$ cat src/rtl/bsg_arb_two_level_merge.sv
// Merge stage around bsg_arb_round_robin_two_level.
// Builds the arbiter's {high, low} request vector from prioritized sources.
// Captures the granted payload into a 2-entry in-order output FIFO.
// A starvation guard hides high requests once too many high grants in a row
// have gone by while a low source was waiting.
module bsg_arb_two_level_merge #(
  parameter int width_p        = 3,
  parameter int data_width_p   = 8,
  parameter int starve_limit_p = 4,
  localparam int src_width_lp    = (width_p > 1) ? $clog2(width_p) : 1,
  localparam int streak_width_lp = (starve_limit_p > 0) ? $clog2(starve_limit_p + 1) : 1
) (
  input  logic                            clk_i,
  input  logic                            reset_i,
  input  logic [width_p-1:0]              v_i,
  input  logic [width_p*data_width_p-1:0] data_i,
  input  logic [width_p-1:0]              hi_i,
  output logic [width_p-1:0]              yumi_o,
  output logic [2*width_p-1:0]            arb_reqs_o,
  input  logic [width_p-1:0]              arb_grants_i,
  input  logic                            arb_granted_high_i,
  output logic                            arb_yumi_o,
  output logic                            v_o,
  output logic [data_width_p-1:0]         data_o,
  output logic                            hi_o,
  output logic [src_width_lp-1:0]         src_id_o,
  input  logic                            ready_i
);

  localparam bit guard_en_lp = (starve_limit_p != 0);
  localparam logic [streak_width_lp-1:0] streak_max_lp = streak_width_lp'(starve_limit_p);

  logic [width_p-1:0]         low_reqs;
  logic [width_p-1:0]         high_reqs;
  logic                       low_pend;
  logic                       force_low;
  logic                       space;
  logic                       enq;
  logic                       deq;
  logic [1:0]                 count_r;
  logic [streak_width_lp-1:0] streak_r;
  logic                       rd_ptr_r;
  logic                       wr_ptr_r;
  logic [data_width_p-1:0]    data_mem_r [2];
  logic                       hi_mem_r   [2];
  logic [src_width_lp-1:0]    src_mem_r  [2];
  logic [data_width_p-1:0]    enq_data;
  logic [src_width_lp-1:0]    enq_src;

  // Request split; the high half is masked off while the guard is tripped.
  assign low_reqs   = v_i & ~hi_i;
  assign high_reqs  = v_i & hi_i;
  assign low_pend   = |low_reqs;
  assign force_low  = guard_en_lp && low_pend && (streak_r == streak_max_lp);
  assign arb_reqs_o = {high_reqs & {width_p{~force_low}}, low_reqs};

  // Enqueue only into a free slot; a same-cycle dequeue does not make room,
  // which keeps ready_i off the path to the sources' yumi.
  assign space      = (count_r < 2'd2);
  assign enq        = (|arb_grants_i) & space & ~reset_i;
  assign deq        = v_o & ready_i;
  assign arb_yumi_o = enq;
  assign yumi_o     = enq ? arb_grants_i : '0;

  // One-hot mux of the winning payload and encode of its source index.
  always_comb begin
    enq_data = '0;
    enq_src  = '0;
    for (int i = 0; i < width_p; i++) begin
      if (arb_grants_i[i]) begin
        enq_data = enq_data | data_i[i*data_width_p +: data_width_p];
        enq_src  = enq_src | src_width_lp'(i);
      end
    end
  end

  // FIFO occupancy and read/write pointers.
  always_ff @(posedge clk_i) begin
    if (reset_i) begin
      count_r  <= 2'd0;
      rd_ptr_r <= 1'b0;
      wr_ptr_r <= 1'b0;
    end else begin
      if (enq) wr_ptr_r <= ~wr_ptr_r;
      if (deq) rd_ptr_r <= ~rd_ptr_r;
      count_r <= count_r + {1'b0, enq} - {1'b0, deq};
    end
  end

  // FIFO storage; contents are meaningless while the FIFO is empty.
  always_ff @(posedge clk_i) begin
    if (enq) begin
      data_mem_r[wr_ptr_r] <= enq_data;
      hi_mem_r[wr_ptr_r]   <= arb_granted_high_i;
      src_mem_r[wr_ptr_r]  <= enq_src;
    end
  end

  // Count consecutive high enqueues while some low source is waiting.
  always_ff @(posedge clk_i) begin
    if (reset_i) begin
      streak_r <= '0;
    end else if (!low_pend) begin
      streak_r <= '0;
    end else if (enq && arb_granted_high_i) begin
      if (streak_r != streak_max_lp) streak_r <= streak_r + streak_width_lp'(1);
    end else if (enq) begin
      streak_r <= '0;
    end
  end

  assign v_o      = (count_r != 2'd0);
  assign data_o   = data_mem_r[rd_ptr_r];
  assign hi_o     = hi_mem_r[rd_ptr_r];
  assign src_id_o = src_mem_r[rd_ptr_r];

  a_grants_onehot: assert property (@(posedge clk_i) disable iff (reset_i)
    $onehot0(arb_grants_i));

  a_grants_requested: assert property (@(posedge clk_i) disable iff (reset_i)
    (arb_grants_i & ~(arb_reqs_o[width_p-1:0] | arb_reqs_o[2*width_p-1:width_p])) == '0);

  a_count_bound: assert property (@(posedge clk_i) count_r <= 2'd2);

endmodule

$ cat config.mk
export PLATFORM = sky130hd
export DESIGN_NAME = bsg_arb_two_level_merge
export DESIGN_NICKNAME = d
export VERILOG_FILES = /design/src/rtl/bsg_arb_two_level_merge.sv
export SDC_FILE = /design/constraint.sdc
export NUM_CORES = 1
export LEC_CHECK = 0
export ABC_AREA = 1
export CORE_MARGIN = 10
export CORE_UTILIZATION = 43
export DETAILED_ROUTE_END_ITERATION = 6
export GPL_ROUTABILITY_DRIVEN = 0
export HOLD_SLACK_MARGIN = 0.15
export PLACE_DENSITY_LB_ADDON = 0.1
export SLEW_MARGIN = 20
export SYNTH_ARGS = -nofsm -noshare
export SYNTH_HDL_FRONTEND = slang
export SYNTH_SLANG_ARGS = --single-unit
$ cat constraint.sdc
create_clock -name clk_i -period 1.9 [get_ports clk_i]
set_clock_uncertainty 0.2 [all_clocks]
set_input_delay 0.38 -clock clk_i [delete_from_list [all_inputs] [get_ports clk_i]]
set_output_delay 0.38 -clock clk_i [all_outputs]
set_load 0.005 [all_outputs]
* After elaboration in Yosys (flattened, before gate mapping) *
Memories as Yosys holds them, arrays and structs flattened. A register that Yosys moved wholly into a read port is not among the register bits.
Cells that the tools add are included.

storage, ports and cells
  bits in registers = 7
  bits in writable memories = 22
  input bits = 37
  output and inout bits = 22
  logic and storage cells = 53
  memories kept = 3

cells by class
  $add $sub $neg = 3
  $lt $le $gt $ge = 1
  eq/ne operators = 3
  mux-type cells = 17
  bitwise logic cells = 14
  reduce and logical (&&, ||, !) cells = 8

memory list
  memory      depth  bits a word  read ports  clocked after memory_dff  wr ports  line  RTL
  data_mem_r  2      8            1           1                         1         44    logic [data_width_p-1:0] data_mem_r [2];
  src_mem_r   2      2            1           1                         1         46    logic [src_width_lp-1:0] src_mem_r [2];
  hi_mem_r    2      1            1           1                         1         45    logic hi_mem_r [2];

operator list
  operator                                               count
  2-to-1 mux 8 bit                                       3
  OR 8 bit                                               2
  2-to-1 mux 3 bit                                       4
  bitwise AND 3 bit                                      3
  2-to-1 mux 1 bit                                       9
  OR reduction 3 bit                                     2
  NOT 1 bit                                              5
  nonzero test 2 bit                                     2
  adder 3 x 1 -> 3 bit, second input constant            1
  bitwise AND 1 bit                                      3
  equality test 3 bit, second input constant             1
  inequality test 3 bit, second input constant           1
  NOT 3 bit                                              1
  adder 2 x 1 -> 2 bit                                   1
  logical AND 1 bit                                      2
  < comparator 2 bit, second input constant              1
  2-to-1 mux 2 bit                                       1
  inequality test 2 x 1 -> 1 bit, second input constant  1
  AND reduction 2 bit                                    1
  OR reduction 2 bit                                     1
  subtractor 2 x 1 -> 2 bit                              1

* Longest topological paths before layout *
  depth after elaboration = 6
  depth in mapped cells = 7
  gate-level depth less buffers = 7

* Worst setup path after synthesis *
No wires, ideal clock.

  path type = input to register
  start point = in arb_grants_i[0]
  end point = mem data_mem_r[0][0], enable pin
  setup time = 0.378 ns
  arrival = 1.225 ns
  required time = 1.322 ns
  slack = 0.097 ns
  cell stages on the path = 5
  buffers on the path = 1
  cells stage by stage = buf_4 inv_2 nand2_4 nand2_4 nor2_1

between the ends
  cells in the longest elaborated chain, start to end = 5

ends and longest elaborated chain
  element                                 line  RTL
  from (decl)                             20    input logic [width_p-1:0] arb_grants_i,
  OR reduction 3 bit                      60    assign enq = (|arb_grants_i) & space & ~reset_i;
  bitwise AND 1 bit (2 in a row)          60
  2-to-1 mux 1 bit                        92    if (enq) begin
  2-to-1 mux 1 bit (not written as such)  93    data_mem_r[wr_ptr_r] <= enq_data;
  to (decl)                               44

Every way passes these cells.

==> flow_summary.json <==
{
  "combPwrFrac": 0.398,
  "slew_viol_final": 0,
  "p_int_uw": 1434,
  "ant_nets": 0,
  "yosysWarnings": 0,
  "fp.coreArea_mm2": 0.003337,
  "critPathCaptureType": "output port",
  "yosys.area.top_type_share": 0.4415,
  "relSlewSlack": 0.8495,
  "tightestPinTransition_ns": 0.2251,
  "slowest_delay_ns": 0.37,
  "netlist_area_mm2": 0.001496,
  "postSynthCellCount": 152,
  "mostFrequentLayoutCell": "sky130_fd_sc_hd__nand2_1",
  "antennaDiodeCount": 0,
  "setup.worst_path.start_class": "flip-flop",
  "p_seq_frac": 0.432,
  "drt-pass1-iter-count": 6,
  "mostFrequentLayoutCells": "sky130_fd_sc_hd__nand2_1 (39), sky130_fd_sc_hd__clkdlybuf4s50_1 (26), sky130_fd_sc_hd__edfxtp_1 (22)",
  "max_freq_mhz": 520.8,
  "cts.sinks": 30,
  "ffs_latches_synth": 30,
  "critical-path-top-delay-family": "flip-flops",
  "syn2layout_area_growth_pct": 58.19,
  "part_of_the_total_power_dissipated_in_the_clock_network": 0.170,
  "clock_insertion_delay_worst_skew_ns": 0.31,
  "synth_cell_types": 25,
  "drt-initial-drc-count": 66,
  "timing.final.hold_violations": 0,
  "grt_util_all_layers": 0.1322,
  "hpwl_mm": 3.269,
  "final.hold.worst_slack_ns": 0.2573,
  "grt_pass1_vias": 1390,
  "dieWidth_um": 78.99,
  "timing.critical_path.buf_inv": 3,
  "violations": "setup timing",
  "post_cts_hold_buffer_count": 0,
  "portBuffers": 58,
  "drv.max_cap_violation_count": 0,
  "initial_util": 0.4484,
  "grt-ovfl-total": 0,
  "max-vdd-ir-drop_mv": 0.6717,
  "route.detailed.vias_per_inst": 4.701,
  "power.total_uw": 2025,
  "synth_largest_area_cell": "sky130_fd_sc_hd__edfxtp_1",
  "cp_max_fo": 6,
  "route.final.wire_length_mm": 4.282,
  "initial_antenna_violation_count": 0,
  "grt_max_degree": 12,
  "power_leakage_uw": 0.001102,
  "postLayoutCellArea_mm2": 0.002367,
  "die_h_um": 78.99,
  "cells_traversed_along_the_worst_timing_path": "buf_12 -> buf_6 -> mux2_4 -> buf_6",
  "grt_first_pass_wirelength_mm": 6.548,
  "cts_tree": "yes",
  "synth_fp_nets": 192,
  "rsz0062_at_grt": "true",
  "ctsRootBufferMaster": "sky130_fd_sc_hd__clkbuf_4",
  "avgSynthCellArea_um2": 9.845,
  "vias": 1321,
  "cts.htree.levels": 2,
  "num_io_pins": 59,
  "cts.clk_slew.worst_paths_ns": 0.09,
  "power.net_switching_uw": 591.0,
  "drt_drc_violations_left": 0,
  "p_per_area_mw_per_mm2": 855.4,
  "synth.yosys.seq_area_share": 0.5485,
  "period_share": 1.011,
  "netlist_top_cells_area": "sky130_fd_sc_hd__edfxtp_1 (44%), sky130_fd_sc_hd__dfxtp_1 (11%), sky130_fd_sc_hd__nand2_1 (11%)",
  "crit_path_frequent_cell": "sky130_fd_sc_hd__buf_6",
  "setup_viol_count_final": 1,
  "hold_class": "flip-flop to flip-flop",
  "worst-endpoint-arrival_ns": 1.34,
  "layout-drive-gt1-share": 0.3362,
  "power.share.switching": 0.2919,
  "num-nets-final": 274,
  "post-route-worst-setup-slack_ns": -0.02007,
  "post_drt_wl_per_cell_um": 15.24,
  "outcome": "finished, violations left",
  "std_cell_rows": 21,
  "critical_path_required_ns": 1.32,
  "dieArea_mm2": 0.006239,
  "placed_cell_area_mm2": 0.002263,
  "timing.setup.critical_path_class": "flip-flop to output port",
  "timing.critical_path.slowest_stage_cell": "sky130_fd_sc_hd__dfxtp_4",
  "timing.final.crit_period_ns": 1.920,
  "clock_path_buffers": 2,
  "cts-buffers-inserted": 5
}
==> repair_timing <==
item,in CTS,in global routing
resized for setup,64,36
endpoints found under the setup margin,22,15
cloned,0,1
setup buffers,0,2
pin swaps,3,1
hold endpoints to repair,0,0
==> path summary, 6_finish.rpt <==
path / start / endpoint / slack, ns / depth (start not counted)
worst min register to register: rd_ptr_r / flip-flop / 0.26 / 1
worst min-delay path: rd_ptr_r / flip-flop / 0.26 / 1
worst max register to register: count_r[1] / count_r[1] / 0.30 / 6
worst max-delay path: flip-flop / data_o[3] / -0.02 / 4
==> power groups by stage <==
stage          registers [µW]  logic (µW)  clock network [µW]
3_3_place_gp              867         728                   0
4_1_cts                   863         694                 353
6_report                  874         806                 345
5_1_grt                   886         876                 391
2_1_floorplan             862         325                   0
3_5_place_dp              875         754                   0
==> cell type report <==
class                           count  area, µm²
Clock buffer                        6      41.29
Clock inverter                      2      8.758
Fill cell                         273      969.7
Inverter                           19      71.32
Multi-Input combinational cell     99      629.4
Sequential cell                    30      828.3
Tap cell                           46      57.56
Timing Repair Buffer               79      730.7
==> kinds of logic (layout without fill, tap and decap cells) <==
group,count (synthesis),after routing,share of synthesized area
flops,30,30,0.5485
simple gates,77,77,0.2441
fa+ha+maj,3,3,0.02509
buf+inv,23,106,0.06856
compound gates,7,7,0.02508
mux,11,11,0.08278
xor+xnor,1,1,0.005854
==> flip-flops by register name (all words and copies together), names as in the netlist, named ones only <==
name / cells
streak_r: 3
src_mem_r: 4
hi_mem_r: 2
count_r: 2
wr_ptr_r: 1
rd_ptr_r: 1
data_mem_r: 16
==> worst reg2reg max path: stages, from the launching register on <==
cell                       delay [ns]
sky130_fd_sc_hd__dfxtp_2         0.35
sky130_fd_sc_hd__o21a_1          0.22
sky130_fd_sc_hd__ha_1            0.31
sky130_fd_sc_hd__nand3b_2        0.23
sky130_fd_sc_hd__nand2_1         0.08
sky130_fd_sc_hd__nand2_1         0.05
sky130_fd_sc_hd__nor2_1          0.08
==> cells in the mapped netlist, drive strengths merged <==
master,instances
nand3,12
nor3,1
ha,3
edfxtp,22
xnor2,1
o21a,1
nand2,44
mux2,11
buf,4
o21ai,1
nor2,16
nand4,2
a21oi,5
inv,19
dfxtp,8
or2,1
nand3b,1
==> per-stage QoR <==
step                std cells  utilization  setup WS, ns   TNS, ns
floorplan                 152            -       0.09654         0
global placement          270       0.6783       -0.4867    -8.145
detailed placement        270       0.6783       -0.5404    -8.498
CTS                       278       0.6869      -0.09164   -0.4332
global route              281       0.7094      -0.07101  -0.08608
finish                    281       0.7094      -0.02007  -0.02007
==> metal layers <==
metal / wire (µm) / track usage
met1: 1575 / 0.1343
met2: 2377 / 0.2488
met3: 267 / 0.04167
met4: 61 / 0.04301
met5: 0 / 0
Note: power is estimated with default switching activity, not from simulation.
